### src/rtl/bus_arbiter_8req_pkg.sv
// Shared constants, state encoding and helpers for the 8-requester bus arbiter.
package arb_pkg;

  localparam int unsigned N_REQ     = 8;
  localparam int unsigned SEL_W     = 3;
  localparam int unsigned MAX_HOLD  = 4;
  localparam int unsigned HOLD_W    = 4;
  localparam int unsigned FETCH_REQ = 0;

  typedef enum logic {
    IDLE = 1'b0,
    OWN  = 1'b1
  } arb_state_e;

  typedef logic [N_REQ-1:0] req_vec_t;

  // One-hot vector with the bit at idx set.
  function automatic req_vec_t onehot(input logic [SEL_W-1:0] idx);
    req_vec_t v;
    v      = '0;
    v[idx] = 1'b1;
    return v;
  endfunction

endpackage

### src/rtl/bus_arbiter_8req_if.sv
// Request/grant bundle between the requesters and the bus arbiter.
// master: requester side (drives req). slave: arbiter side (drives grant/select).
interface bus_arbiter_8req_if;
  import arb_pkg::*;

  logic [N_REQ-1:0]  req;
  logic [N_REQ-1:0]  grant;
  logic [SEL_W-1:0]  sel;
  logic              bus_valid;
  logic [HOLD_W-1:0] hold_cnt;

  modport master (
    output req,
    input  grant,
    input  sel,
    input  bus_valid,
    input  hold_cnt
  );

  modport slave (
    input  req,
    output grant,
    output sel,
    output bus_valid,
    output hold_cnt
  );

endinterface

### src/rtl/bus_arbiter_8req_rr_pick8.sv
// Masked round-robin priority encoder: first eligible request at or above
// i_start (wrapping 7->0), with requests in i_excl ignored.
module rr_pick8
  import arb_pkg::*;
(
  input  logic [N_REQ-1:0] i_req,
  input  logic [SEL_W-1:0] i_start,
  input  logic [N_REQ-1:0] i_excl,
  output logic             o_found,
  output logic [SEL_W-1:0] o_idx
);

  logic [N_REQ-1:0] w_elig;
  logic [SEL_W-1:0] w_cand;

  assign w_elig = i_req & ~i_excl;

  // Scan upward from the start pointer; the 3-bit candidate wraps naturally.
  always_comb begin
    o_found = 1'b0;
    o_idx   = '0;
    w_cand  = '0;
    for (int unsigned k = 0; k < N_REQ; k++) begin
      w_cand = i_start + SEL_W'(k);
      if (!o_found && w_elig[w_cand]) begin
        o_found = 1'b1;
        o_idx   = w_cand;
      end
    end
  end

endmodule

### src/rtl/bus_arbiter_8req.sv
// Round-robin arbiter for the 8-input, 24-bit CPU datapath bus mux.
// Registered one-hot grant plus mux select, with a tenure limit so no
// requester can starve the others.
// Optional: define ARB_FETCH_PRIORITY_EN to give requester 0 (instruction
// fetch) pre-emptive priority over any other owner.
module bus_arbiter_8req
  import arb_pkg::*;
(
  input  logic                i_clk,
  input  logic                i_rst_n,
  bus_arbiter_8req_if.slave   io_bus
);

  localparam logic [HOLD_W-1:0] HOLD_LAST = HOLD_W'(MAX_HOLD - 1);

  arb_state_e        r_state;
  arb_state_e        w_state_nxt;
  logic [SEL_W-1:0]  r_ptr;
  logic [SEL_W-1:0]  w_ptr_nxt;
  logic [N_REQ-1:0]  r_grant;
  logic [N_REQ-1:0]  w_grant_nxt;
  logic [SEL_W-1:0]  r_sel;
  logic [SEL_W-1:0]  w_sel_nxt;
  logic [HOLD_W-1:0] r_hold;
  logic [HOLD_W-1:0] w_hold_nxt;
  logic              r_bus_valid;

  logic              w_found;
  logic [SEL_W-1:0]  w_pick;
  logic              w_owner_req;
  logic              w_fetch_take;
  logic              w_take;

  // The current grant doubles as the exclude mask: empty when idle, the
  // owner's bit when owned, so a release never re-picks the releasing owner.
  rr_pick8 u_pick (
    .i_req   (io_bus.req),
    .i_start (r_ptr),
    .i_excl  (r_grant),
    .o_found (w_found),
    .o_idx   (w_pick)
  );

  assign w_owner_req = io_bus.req[r_sel];

`ifdef ARB_FETCH_PRIORITY_EN
  assign w_fetch_take = (r_state == OWN) && io_bus.req[FETCH_REQ] &&
                        (r_sel != SEL_W'(FETCH_REQ));
`else
  assign w_fetch_take = 1'b0;
`endif

  // Next-state, next-grant and tenure counter decisions.
  always_comb begin
    w_state_nxt = r_state;
    w_grant_nxt = r_grant;
    w_sel_nxt   = r_sel;
    w_hold_nxt  = r_hold;
    w_ptr_nxt   = r_ptr;
    w_take      = 1'b0;

    case (r_state)
      IDLE: begin
        if (w_found) begin
          w_take = 1'b1;
        end
      end
      OWN: begin
        if (w_fetch_take) begin
          // Fetch pre-emption leaves Ptr alone so round-robin order resumes.
          w_grant_nxt = onehot(SEL_W'(FETCH_REQ));
          w_sel_nxt   = SEL_W'(FETCH_REQ);
          w_hold_nxt  = '0;
        end else if (!w_owner_req) begin
          if (w_found) begin
            w_take = 1'b1;
          end else begin
            w_state_nxt = IDLE;
            w_grant_nxt = '0;
            w_sel_nxt   = '0;
            w_hold_nxt  = '0;
          end
        end else if (r_hold < HOLD_LAST) begin
          w_hold_nxt = r_hold + HOLD_W'(1);
        end else if (w_found) begin
          w_take = 1'b1;
        end
        // Otherwise: tenure expired but nobody else waits; keep and saturate.
      end
      default: begin
        w_state_nxt = IDLE;
        w_grant_nxt = '0;
        w_sel_nxt   = '0;
        w_hold_nxt  = '0;
      end
    endcase

    if (w_take) begin
      w_state_nxt = OWN;
      w_grant_nxt = onehot(w_pick);
      w_sel_nxt   = w_pick;
      w_hold_nxt  = '0;
      w_ptr_nxt   = w_pick + SEL_W'(1);
    end
  end

  // State, pointer and registered outputs; async reset drops the grant at once.
  always_ff @(posedge i_clk or negedge i_rst_n) begin
    if (!i_rst_n) begin
      r_state     <= IDLE;
      r_ptr       <= '0;
      r_grant     <= '0;
      r_sel       <= '0;
      r_hold      <= '0;
      r_bus_valid <= 1'b0;
    end else begin
      r_state     <= w_state_nxt;
      r_ptr       <= w_ptr_nxt;
      r_grant     <= w_grant_nxt;
      r_sel       <= w_sel_nxt;
      r_hold      <= w_hold_nxt;
      r_bus_valid <= |w_grant_nxt;
    end
  end

  assign io_bus.grant     = r_grant;
  assign io_bus.sel       = r_sel;
  assign io_bus.bus_valid = r_bus_valid;
  assign io_bus.hold_cnt  = r_hold;

endmodule
### src/flat_wrapper.sv
// flat-port wrapper written by rule: the top's interface ports become plain ports
module bus_arbiter_8req_flat import arb_pkg::*;
  (i_clk, i_rst_n, io_bus_req, io_bus_grant, io_bus_sel, io_bus_bus_valid, io_bus_hold_cnt);
  bus_arbiter_8req_if io_bus_i ();
  input  logic i_clk;
  input  logic i_rst_n;
  input wire logic [$bits(io_bus_i.req)-1:0] io_bus_req;
  output wire logic [$bits(io_bus_i.grant)-1:0] io_bus_grant;
  output wire logic [$bits(io_bus_i.sel)-1:0] io_bus_sel;
  output wire logic [$bits(io_bus_i.bus_valid)-1:0] io_bus_bus_valid;
  output wire logic [$bits(io_bus_i.hold_cnt)-1:0] io_bus_hold_cnt;
  assign io_bus_i.req = io_bus_req;
  assign io_bus_grant = io_bus_i.grant;
  assign io_bus_sel = io_bus_i.sel;
  assign io_bus_bus_valid = io_bus_i.bus_valid;
  assign io_bus_hold_cnt = io_bus_i.hold_cnt;
  bus_arbiter_8req u_core (.i_clk(i_clk), .i_rst_n(i_rst_n), .io_bus(io_bus_i));
endmodule
### config.mk
export PLATFORM = sky130hd
export DESIGN_NAME = bus_arbiter_8req_flat
export DESIGN_NICKNAME = d
export VERILOG_FILES = /design/src/rtl/bus_arbiter_8req_pkg.sv /design/src/rtl/bus_arbiter_8req_if.sv /design/src/rtl/bus_arbiter_8req_rr_pick8.sv /design/src/rtl/bus_arbiter_8req.sv /design/src/flat_wrapper.sv
export SDC_FILE = /design/constraint.sdc
export NUM_CORES = 1
export LEC_CHECK = 0
export ABC_AREA = 1
export CAP_MARGIN = 20
export CORE_MARGIN = 2
export CORE_UTILIZATION = 55
export CTS_CLUSTER_DIAMETER = 40
export DETAILED_ROUTE_END_ITERATION = 10
export GPL_ROUTABILITY_DRIVEN = 0
export GPL_TIMING_DRIVEN = 0
export PLACE_DENSITY = 0.8
export SYNTH_ARGS = -nofsm -noshare
export SYNTH_HDL_FRONTEND = slang
export SYNTH_HIERARCHICAL = 1
export SYNTH_SLANG_ARGS = --single-unit
### constraint.sdc
create_clock -name i_clk -period 3.1 [get_ports i_clk]
set_clock_uncertainty 0.05 [all_clocks]
set_input_delay 0.93 -clock i_clk [delete_from_list [all_inputs] [get_ports i_clk]]
set_output_delay 0.93 -clock i_clk [all_outputs]
set_load 0.01 [all_outputs]
==> impl_metrics.py, run 1 <==
metrics = {
    "grt": {
        "grt_overflow_total": 0,
        "grt_pass1_vias": 1770,
        "grt_max_degree": 21,
        "grtUsageTotal_pct": 24.6,
        "grt_util_met1_pct": 32.8,
        "gr-usage-met3_pct": 2.11,
        "busiest_layer": "met2",
        "grt.met2_usage_pct": 42.4,
        "grt_pass1_wl_mm": 7.98,
        "antenna_found_initial": 0,
    },
    "yosys": {
        "synthTopCellsByArea": "dfrtp_1, nand3_1, nand2_1, nand3_2, inv_1",
        "yosysTopAreaCell": "dfrtp_1",
        "async_flop_share_pct": 100,
        "seq_area_frac_synth_pct": 25.2,
        "syn_inst": 281,
        "yosysUniqueCellTypes": 32,
        "avgSynthCellArea_um2": 7.07,
        "ys_top_cells_by_count": "nand2_1, nand3_1, inv_1",
        "ys_seq_elements": 20,
        "synth-edff-count": 0,
        "yosysTopAreaCellShare_pct": 25.2,
        "ys_warn_count": 6,
        "yosys.cell_count.top_type": "nand2_1",
        "synth_area_mm2": 0.00199,
        "syn-num-nets": 295,
        "synth_ff_type": "dfrtp_1",
    },
    "timing": {
        "setup_viol_count_final": 0,
        "drv_slew": 0,
        "min_period_over_period_pct": 95.7,
        "hold_viol": 0,
        "max_freq_ghz": 0.337,
        "relSlewSlack_pct": 43.2,
        "worst_hold_slack_ns": 0.445,
        "finalCriticalPeriod_ns": 2.97,
        "tightest_slew_ns": 0.850,
    },
    "worst_setup_path": {
        "r2r_slack_ns": 0.13,
        "max_stage_delay_ns": 0.40,
        "worstSetupPathType": "flip-flop to flip-flop",
        "worst-path-stages": 20,
        "path_cells": "buf_6 -> inv_4 -> buf_12 -> ha_4 -> inv_6 -> nand3_1 -> nand2_2 -> nor2_1 -> nor2_4 -> nand4_4 -> nor2_4 -> nand4_1 -> nand3_2 -> inv_2 -> nand2_1 -> nor2_1 -> nand2_1 -> nand4_1 -> nor2_2 -> nand2_1",
        "cp_common_cell": "nand2_1",
        "cp_max_fo": 7,
        "startpoint": "u_core/r_ptr[0]$_DFFE_PN0P_",
        "startpoint_type": "flip-flop",
        "cp.arrival_ns": 3.11,
        "setup.worst_path.end_class": "flip-flop",
        "reg2reg_depth": 20,
        "cp_top_family": "simple AND/OR/NAND/NOR gates",
        "crit_buf_inv": 5,
        "reg2reg_from": "u_core/r_ptr[0]$_DFFE_PN0P_",
        "r2r_end": "u_core/io_bus.bus_valid$_DFF_PN0_",
        "required_ns": 3.25,
        "crit_path_end": "u_core/io_bus.bus_valid$_DFF_PN0_",
        "critPathSlowestCell": "dfrtp_1",
    },
    "detailed_routing": {
        "ant_nets": 0,
        "num_vias": 1989,
        "drc": 0,
        "wl_mm": 5.18,
        "drtPass1Iterations": 4,
        "avgRoutedWirePerCell_um": 14.1,
        "viasPerCell": 5.40,
        "drt_iter0_markers": 202,
    },
    "floorplan": {
        "dieArea_mm2": 0.00411,
        "die_w_um": 64.1,
        "die_height_um": 64.1,
        "start_util_pct": 58.2,
        "num_io_pins": 26,
        "floorplan.rows": 21,
        "core_area_mm2": 0.00342,
    },
    "clock_tree": {
        "cts.path.max_buffers": 2,
        "insertion_delay_ns": 0.30,
        "postCtsHoldBufs": 0,
        "cts_tree": "done",
        "cts_buffers": 3,
        "cts_max_level": 1,
        "clkTransAtPathRegs_ns": 0.10,
        "clock-sinks": 20,
        "cts_root_buf": "clkbuf_4",
    },
    "finish": {
        "drive_above_1_share_pct": 31.7,
        "area_growth_pct": 29.3,
        "multi_input_area_mm2": 0.00135,
        "seq_area_um2": 500,
        "fin_nets": 337,
        "num_antenna_cells": 0,
        "num-fill-cells": 251,
    },
    "status": {
        "outcome": "complete, no violations",
    },
    "place": {
        "hpwl_mm": 3.69,
        "port_buffers": 25,
    },
    "hold_path": {
        "hold_path_class": "flip-flop to flip-flop",
    },
    "flow_run": {
        "maxCapViolations": 0,
    },
}
-- worst min-delay path by stage --
stage | depth (start not counted) | start | end | slack (ns)
floorplan | 2 | u_core/r_ptr[2]$_DFFE_PN0P_ | u_core/r_ptr[2]$_DFFE_PN0P_ | 0.40
global placement | 2 | u_core/r_ptr[2]$_DFFE_PN0P_ | u_core/r_ptr[2]$_DFFE_PN0P_ | 0.42
detailed placement | 2 | u_core/r_ptr[2]$_DFFE_PN0P_ | u_core/r_ptr[2]$_DFFE_PN0P_ | 0.42
CTS | 2 | u_core/r_ptr[2]$_DFFE_PN0P_ | u_core/r_ptr[2]$_DFFE_PN0P_ | 0.45
global route | 2 | u_core/r_ptr[2]$_DFFE_PN0P_ | u_core/r_ptr[2]$_DFFE_PN0P_ | 0.50
finish | 2 | u_core/r_ptr[2]$_DFFE_PN0P_ | u_core/r_ptr[2]$_DFFE_PN0P_ | 0.45
-- cells by family (layout without fill, tap and decap cells) --
| logic type | Yosys count | in the layout | synth area share, % |
|---|---|---|---|
| compound gates | 13 | 13 | 4.09 |
| xor+xnor | 4 | 4 | 2.52 |
| fa+ha+maj | 4 | 4 | 2.52 |
| buf+inv | 56 | 97 | 12.7 |
| flops | 20 | 20 | 25.2 |
| mux | 1 | 1 | 0.504 |
| simple gates | 183 | 183 | 52.5 |
-- stage by stage --
stage	std cells	setup TNS (ns)	area, µm²	utilization, %	setup WS [ns]
floorplan	281	0	1990	-	0.242
global placement	352	-3.68	2290	67.2	-0.414
detailed placement	352	-4.27	2290	67.2	-0.466
CTS	357	0	2390	70.0	0.00121
global route	368	-0.127	2570	75.2	-0.127
finish	368	0	2570	75.2	0.133
-- per-layer routing --
metal / wire (µm) / up-vias
li1: - / 985
met1: 2210 / 930
met2: 2650 / 66
met3: 245 / 8
met4: 68 / 0
met5: 0 / -
-- final cells by class --
class                           count  area share, %
Sequential cell                    20           19.5
Timing Repair Buffer               37           14.0
Tap cell                           46           2.24
Multi-Input combinational cell    205           52.5
Inverter                           50           7.79
Clock buffer                        4           1.41
Buffer                              6           2.58
-- worst min-delay path, delay by kind of cell (launching register included) --
family / cells / cell delay [ns]
flip-flops: 1 / 0.36
AO/OA/AOI/OAI: 1 / 0.06
AND/OR/NAND/NOR: 1 / 0.05
-- registers in the layout, summed over array words and instances, names as in the netlist --
name / flops
u_core/io_bus.bus_valid: 1
u_core/r_state: 1
u_core/io_bus.hold_cnt: 4
u_core/io_bus.grant: 8
u_core/io_bus.sel: 3
u_core/r_ptr: 3
-- layout by cell type (no fill, tap or decap), types with 2 or more instances in the layout --
cell type and n:
nand3_1 39, o22ai_1 4, nor2_1 22, buf_6 3, inv_2 11, nand3_2 24, nand2_2 17, nand3_4 7
ha_1 3, inv_1 35, nor2_4 4, inv_4 3, nand4_1 6, buf_4 13, xor2_2 2, nand3b_1 2
a21oi_1 2, dfrtp_1 20, nand2_4 3, dlymetal6s2s_1 8, nor2_2 3, clkbuf_4 3, o21ai_0 4, nand2_1 54
clkdlybuf4s50_1 17
-- what timing repair did --
action | 4_1_cts | 5_1_grt
endpoints found under the setup margin | 19 | 4
setup buffers | 1 | 11
hold endpoints to repair | 0 | 0
pin swaps | 2 | 9
resized for setup | 11 | 29
Power of run 1 is left out: the tool's default activity adds up to more than one toggle a clock period on the data nets, which glitch-free logic cannot reach.
==> run 2, diff against run 1 <==
--- a/config.mk
+++ b/config.mk
@@ -5,7 +5,6 @@
 export SDC_FILE = /design/constraint.sdc
 export NUM_CORES = 1
 export LEC_CHECK = 0
-export ABC_AREA = 1
 export CAP_MARGIN = 20
 export CORE_MARGIN = 2
 export CORE_UTILIZATION = 55
@@ -13,7 +12,7 @@
 export DETAILED_ROUTE_END_ITERATION = 10
 export GPL_ROUTABILITY_DRIVEN = 0
 export GPL_TIMING_DRIVEN = 0
-export PLACE_DENSITY = 0.8
+export PLACE_DENSITY = 0.78
 export SYNTH_ARGS = -nofsm -noshare
 export SYNTH_HDL_FRONTEND = slang
 export SYNTH_HIERARCHICAL = 1
==> impl_metrics.py, run 2 <==
metrics = {
    "yosys": {
        "syn_inst": 261,
        "yosys.cell_count.top_type": "nor2_1",
        "synth_area_mm2": 0.00227,
        "ys_seq_elements": 20,
        "seq_area_frac_synth_pct": 22.1,
        "ys_top_cells_by_count": "nor2_1, a21oi_1, dfrtp_1",
        "synth-edff-count": 0,
        "ys_warn_count": 6,
        "yosysTopAreaCellShare_pct": 22.1,
        "avgSynthCellArea_um2": 8.69,
        "syn-num-nets": 275,
        "synthTopCellsByArea": "dfrtp_1, mux4_2, nor2_1, a21oi_1, mux2i_1",
        "yosysTopAreaCell": "dfrtp_1",
        "async_flop_share_pct": 100,
        "synth_ff_type": "dfrtp_1",
        "yosysUniqueCellTypes": 57,
    },
    "clock_tree": {
        "cts_buffers": 3,
        "cts_tree": "done",
        "cts_max_level": 1,
        "cts_root_buf": "clkbuf_8",
        "clock-sinks": 20,
        "insertion_delay_ns": 0.27,
        "clkTransAtPathRegs_ns": 0.09,
        "cts.path.max_buffers": 2,
    },
    "grt": {
        "grt_pass1_wl_mm": 12.8,
        "antenna_found_initial": 0,
        "grtUsageTotal_pct": 37.4,
        "grt_overflow_total": 0,
        "grt_max_degree": 21,
        "grt_pass1_vias": 2468,
    },
    "timing": {
        "fin_setup_tns_ns": -11.41,
        "max_freq_ghz": 0.255,
        "setup_viol_count_final": 20,
        "relSlewSlack_pct": 33.5,
        "tightest_slew_ns": 0.995,
        "setup_slack_ns": -0.817,
        "drv_slew": 0,
        "rsz0062_at_grt": "yes",
        "hold_viol": 0,
        "finalCriticalPeriod_ns": 3.92,
        "min_period_over_period_pct": 126,
    },
    "worst_setup_path": {
        "startpoint_type": "flip-flop",
        "cp.arrival_ns": 4.06,
        "critPathSlowestCell": "mux4_2",
        "crit_buf_inv": 4,
        "cp_common_cell": "buf_4",
        "worstSetupPathType": "flip-flop to flip-flop",
        "cp_top_family": "compound AO/OA/AOI/OAI gates",
        "cp_max_fo": 10,
        "path_cells": "buf_4 -> ha_1 -> xnor2_2 -> clkbuf_4 -> mux4_2 -> nand2b_1 -> a22o_1 -> a211oi_1 -> o22ai_1 -> buf_4 -> buf_6 -> or3b_4 -> a31oi_4 -> o31ai_2 -> nor2_1",
        "required_ns": 3.24,
        "max_stage_delay_ns": 0.57,
        "setup.worst_path.end_class": "flip-flop",
    },
    "finish": {
        "drive_above_1_share_pct": 45.8,
        "largest_register_ffs": 8,
        "layout_commonest_cell": "buf_4",
        "area_growth_pct": 55.7,
        "final_cell_mix": "buf_4, nor2_1, dfrtp_1",
        "num_antenna_cells": 0,
        "final_area_mm2": 0.00353,
        "num-fill-cells": 178,
        "fin_nets": 347,
    },
    "detailed_routing": {
        "viasPerCell": 7.56,
        "drt_iter0_markers": 516,
        "wl_mm": 10.0,
        "drc": 0,
        "num_vias": 2888,
        "drtPass1Iterations": 5,
        "ant_nets": 0,
        "avgRoutedWirePerCell_um": 26.2,
    },
    "place": {
        "hpwl_mm": 4.59,
        "port_buffers": 25,
        "place_area_mm2": 0.00271,
    },
    "floorplan": {
        "start_util_pct": 57.1,
        "core_area_mm2": 0.00397,
        "dieArea_mm2": 0.00465,
        "die_w_um": 68.2,
        "die_height_um": 68.2,
        "num_io_pins": 26,
        "floorplan.rows": 23,
    },
    "flow_run": {
        "maxCapViolations": 0,
    },
    "hold_path": {
        "hold_path_class": "flip-flop to flip-flop",
    },
    "status": {
        "outcome": "finished with violations",
        "violations": "negative setup slack",
    },
}
-- run 2: area by class of cell --
type | count | area [µm²] | area share [%]
Sequential cell | 20 | 500 | 14.2
Clock buffer | 3 | 41.3 | 1.17
Timing Repair Buffer | 67 | 634 | 18.0
Inverter | 9 | 58.8 | 1.66
Clock inverter | 1 | 30.0 | 0.850
Multi-Input combinational cell | 216 | 2040 | 57.8
Buffer | 16 | 161 | 4.57
Tap cell | 50 | 62.6 | 1.77
-- run 2: worst paths after layout --
kind                                                          to                   startpoint  slack, ns  cells after the start
min                                  u_core/r_ptr[2]$_DFFE_PN0P_  u_core/r_ptr[2]$_DFFE_PN0P_       0.49                      1
max                             u_core/io_bus.grant[2]$_DFF_PN0_  u_core/r_ptr[0]$_DFFE_PN0P_      -0.82                     15
max reg2reg                     u_core/io_bus.grant[2]$_DFF_PN0_  u_core/r_ptr[0]$_DFFE_PN0P_      -0.82                     15
min reg2reg                          u_core/r_ptr[2]$_DFFE_PN0P_  u_core/r_ptr[2]$_DFFE_PN0P_       0.49                      1
max in group asynchronous  u_core/io_bus.hold_cnt[1]$_DFFE_PN0P_                      i_rst_n       1.30                      1
min in group asynchronous       u_core/io_bus.sel[1]$_DFFE_PN0P_                      i_rst_n       1.13                      1
-- run 2: metrics by stage --
step,instances,hold slack [ns],utilization (%),setup WS [ns]
floorplan,261,0.426,-,-0.662
finish,382,0.490,88.9,-0.817
detailed placement,336,0.465,68.1,-1.35
CTS,377,0.486,83.2,-0.540
global placement,336,0.451,68.1,-1.36
global route,382,0.498,88.9,-0.853
-- run 2: routing by layer --
metal	vias to the layer above	global-route usage [%]	wire, µm
met3	120	5.76	1450
met1	1307	52.4	3370
met2	339	59.0	4350
li1	1122	-	-
met5	-	0	0
met4	0	11.8	821
-- run 2: kinds of logic after synthesis --
group | Yosys count | share of synthesized area, %
xor+xnor | 4 | 1.54
buf+inv | 26 | 6.56
flops | 20 | 22.1
mux | 30 | 21.1
simple gates | 98 | 23.1
fa+ha+maj | 4 | 2.21
compound gates | 79 | 23.4
-- run 2: repair_timing --
item | CTS | global route
cloned | 3 | 0
hold buffers | 0 | 0
pin swaps | 25 | 11
gates resized for setup | 85 | 40
setup endpoints to repair | 20 | 20
buffers inserted | 34 | 6
Power of run 2 is left out for the same reason.
